**src/rtl/stru_pkg.sv**
```systemverilog
// Shared constants and the gate function for the stru pipelined gate network.
package stru_pkg;

    localparam int STAGES_DEFAULT = 2;
    localparam int STAGES_MIN     = 1;
    localparam int STAGES_MAX     = 8;
    // Wide enough to hold STAGES_MAX in the valid counter.
    localparam int CNT_W          = $clog2(STAGES_MAX + 1);

    function automatic logic gate_f(input logic a, input logic b, input logic c,
                                    input logic d, input logic e);
        return ((a & b) | (c & d)) ^ e;
    endfunction

endpackage

```
**src/rtl/stru_delay_line.sv**
```systemverilog
// Fixed-depth shift register; every stage clears asynchronously on rst.
module stru_delay_line #(
    parameter int DEPTH = 2,
    parameter int WIDTH = 1
) (
    input  logic             clk,
    input  logic             rst,
    input  logic [WIDTH-1:0] d,
    output logic [WIDTH-1:0] q
);

    logic [WIDTH-1:0] line [DEPTH];

    always_ff @(posedge clk or posedge rst) begin
        if (rst) begin
            for (int i = 0; i < DEPTH; i++) begin
                line[i] <= '0;
            end
        end else begin
            line[0] <= d;
            for (int i = 1; i < DEPTH; i++) begin
                line[i] <= line[i-1];
            end
        end
    end

    assign q = line[DEPTH-1];

endmodule

```
**src/rtl/stru.sv**
```systemverilog
// Gate network f = ((a&b)|(c&d))^e registered through a STAGES-deep delay line,
// with a saturating counter that flags when y carries a sampled result.
module stru
    import stru_pkg::*;
#(
    parameter int STAGES = STAGES_DEFAULT
) (
    input  logic clk,
    input  logic rst,
    input  logic a,
    input  logic b,
    input  logic c,
    input  logic d,
    input  logic e,
    output logic y,
    output logic y_valid
);

    generate
        if (STAGES < STAGES_MIN || STAGES > STAGES_MAX) begin : g_bad_stages
            $error("stru: STAGES must be within 1..8");
        end
    endgenerate

    localparam logic [CNT_W-1:0] CNT_LAST = CNT_W'(STAGES);

    logic             f;
    logic             tap;
    logic [CNT_W-1:0] cnt;

    // First delay-line stage is the sampling register, so a..e never reach y combinationally.
    assign f = gate_f(a, b, c, d, e);

    stru_delay_line #(
        .DEPTH(STAGES),
        .WIDTH(1)
    ) u_delay_line (
        .clk(clk),
        .rst(rst),
        .d  (f),
        .q  (tap)
    );

    always_ff @(posedge clk or posedge rst) begin
        if (rst) begin
            cnt <= '0;
        end else if (cnt != CNT_LAST) begin
            cnt <= cnt + CNT_W'(1);
        end
    end

    assign y_valid = (cnt == CNT_LAST);
    assign y       = y_valid & tap;

endmodule

```
**config.mk**
```make
export PLATFORM = sky130hd
export DESIGN_NAME = stru
export DESIGN_NICKNAME = d
export VERILOG_FILES = /design/src/rtl/stru_pkg.sv /design/src/rtl/stru_delay_line.sv /design/src/rtl/stru.sv
export SDC_FILE = /design/constraint.sdc
export NUM_CORES = 1
export LEC_CHECK = 0
export CAP_MARGIN = 30
export CORE_AREA = 2 2 39 41
export DETAILED_ROUTE_END_ITERATION = 10
export DIE_AREA = 0 0 41 43
export DONT_BUFFER_PORTS = 1
export SLEW_MARGIN = 20
export SYNTH_ARGS = -nofsm -noshare
export SYNTH_HDL_FRONTEND = slang
export SYNTH_SLANG_ARGS = --single-unit
```
**constraint.sdc**
```tcl
create_clock -name clk -period 1.5 [get_ports clk]
set_input_delay 0.225 -clock clk [delete_from_list [all_inputs] [get_ports clk]]
set_output_delay 0.225 -clock clk [all_outputs]
set_load 0.02 [all_outputs]
```
==> metrics.yaml <==
p_per_area_nw_per_um2: 931
final_max_slew_viol_count: 0
power_frac_clock: 0.439
status: "completed"
place_congestion: 0.610
timing.final.crit_share: 0.986
leakagePower_nw: 0.172
p_int_uw: 269
wl_per_cell_um: 9.65
yosys_warnings: 0
core_um2: 1380
area.growth.synth_to_final_pct: 28.1
worstMarginPinSlew_ps: 228
combinationalPowerShare: 0.060
crit_chain: "inv_1 -> ha_2 -> nor3b_4 -> and2_4"
syn_area_per_cell_um2: 12.4
cts-root-buf: "clkbuf_4"
ys_types: 13
vdd_drop_max_uv: 413
yosysSeqAreaShare: 0.526
grt_max_degree: 7
htreeDepth: 1
num_rows: 14
clock-sinks: 6
finClkSkew_ps: 5.61
slew_headroom: 0.848
critical_path_class: "register to primary output"
syn-cell-area_um2: 285
drv_cap: 0
cts_buffer_depth: 2
die_w_um: 41
critPathLaunchType: "register"
grt_pass1_vias: 210
p_switching_uw: 70.8
synth_nets: 32
setup-violations-final: 0
crit_slowest_cell: "dfrtp_1"
antenna_left: 0
grt_pass1_wl_um: 786
hold_path_startpoint: "e"
overflow: 0
io_pins: 9
cp-end-kind: "primary output"
die_y_um: 43
period_needed_ps: 1480
drtIter0Drc: 0
nets: 41
placed_area_um2: 313
clk_pin_slew_ps: 50
gr-usage-all-layers: 0.0729
swShare: 0.208
drc: 0
post-dp-hpwl_um: 305
clock_latency_ps: 250
critPathRequiredTime_ps: 1270
syn-instance-count: 23
crit_arrival_ps: 1250
cp_max_fo: 2
max_freq_ghz: 0.676
hp-class: "input port to register"
cts_buffers: 3
vias: 179
stdcell_area_um2: 365
antenna_cells: 0
drive_gt1_frac: 0.300
rsz0062_at_grt: "yes"
total_power_uw: 340
die-area_um2: 1760
fin_util: 0.264
ys_seq_elements: 6
cp-startpoint: "cnt[0]"
final_hold_viol_count: 0
wirelength_um: 444
seqPwrFrac: 0.501
portBuffers: 0
timing.rr.start: "cnt[0]"
routed_via_density: 3.89
start_util: 0.206
max_stage_delay_ps: 370
antenna_found_initial: 0
drt_first_pass_iters: 1
cts_tree: "yes"
power groups by stage:
stage	clock network, mW	logic [mW]	registers (mW)
after floorplan	0	0.0141	0.172
after global placement	0	0.0160	0.173
after detailed placement	0	0.0160	0.173
after CTS	0.153	0.0211	0.171
after global routing	0.167	0.0221	0.171
final	0.149	0.0203	0.170
cell type report:
type | count | area, um^2
clock buffers | 3 | 22.5
fillers | 138 | 1020
inverters | 3 | 11.3
multi-input cells | 14 | 129
flip-flops and latches | 6 | 150
well taps | 16 | 20.0
repair buffers | 4 | 32.5
registers in the layout (all words and copies together), names as in the netlist:
signal,count
cnt,4
u_delay_line.q,1
u_delay_line.line,1
layout by cell type, fill, tap and decap left out:
cell type and instances:
dfrtp_1 6, ha_1 1, inv_1 3, mux2i_1 1
or2b_1 1, buf_4 3, and2_4 1, ha_2 1
dlygate4sd3_1 1, o21ai_0 1, nand3_1 1, a22oi_1 1
xnor2_1 3, nor3b_4 1, nand2b_1 1, clkbuf_4 3
nor2b_1 1
path summary, 6_finish.rpt:
path,to,slack (ps),depth (start not counted)
worst max-delay path,y,20,4
worst max register to register,cnt[1],220,5
max in group asynchronous,u_delay_line.line[1],970,2
min in group asynchronous,cnt[0],340,2
worst min-delay path,u_delay_line.line[1],80,1
worst min register to register,u_delay_line.q,340,0
synthesized netlist by cell type:
library cell | n | area share
ha_1 | 2 | 0.088
dfrtp_1 | 6 | 0.53
and2_1 | 1 | 0.022
nand3_1 | 1 | 0.018
inv_1 | 3 | 0.039
nor2b_1 | 1 | 0.022
nor3b_4 | 1 | 0.066
xnor2_1 | 3 | 0.092
a22oi_1 | 1 | 0.026
mux2i_1 | 1 | 0.035
or2b_1 | 1 | 0.026
o21ai_0 | 1 | 0.018
nand2b_1 | 1 | 0.022
repair_timing:
action,CTS,global route
buffers inserted,1,1
hold buffers,1,0
gates resized for setup,2,1
hold endpoints to repair,6,0
endpoints found under the setup margin,2,2
pin swaps,1,1
critical path, delay by kind of cell (launching register included):
family / cells / cell delay, ps
AND/OR/NAND/NOR: 2 / 390
buffers and inverters: 1 / 60
adder cells (fa/ha/maj): 1 / 180
flip-flops: 1 / 370
kinds of logic after synthesis:
family / count (synthesis) / synth area share
mux: 1 / 0.0351
xor+xnor: 3 / 0.0921
buf+inv: 3 / 0.0395
compound gates: 2 / 0.0439
fa+ha+maj: 2 / 0.0877
simple gates: 6 / 0.175
flops: 6 / 0.526
metrics by stage:
stage / std cells / TNS [ps] / worst slack, ps / hold WS [ps]
after global placement: 40 / 0 / 203 / 35.7
after floorplan: 23 / 0 / 22.3 / 16.0
after CTS: 45 / 0 / 28.1 / 80.1
after global routing: 46 / -66.4 / -35.0 / 64.6
final: 46 / 0 / 20.3 / 79.3
after detailed placement: 40 / 0 / 188 / 40.7
routing by layer:
metal	vias to the layer above	global-route usage	wire length (um)
met5	-	0	0
met4	0	0.0400	0
met3	0	0.0681	52
met2	10	0.106	208
li1	87	-	-
met1	82	0.0629	184
(Power assumes the default switching activity.)
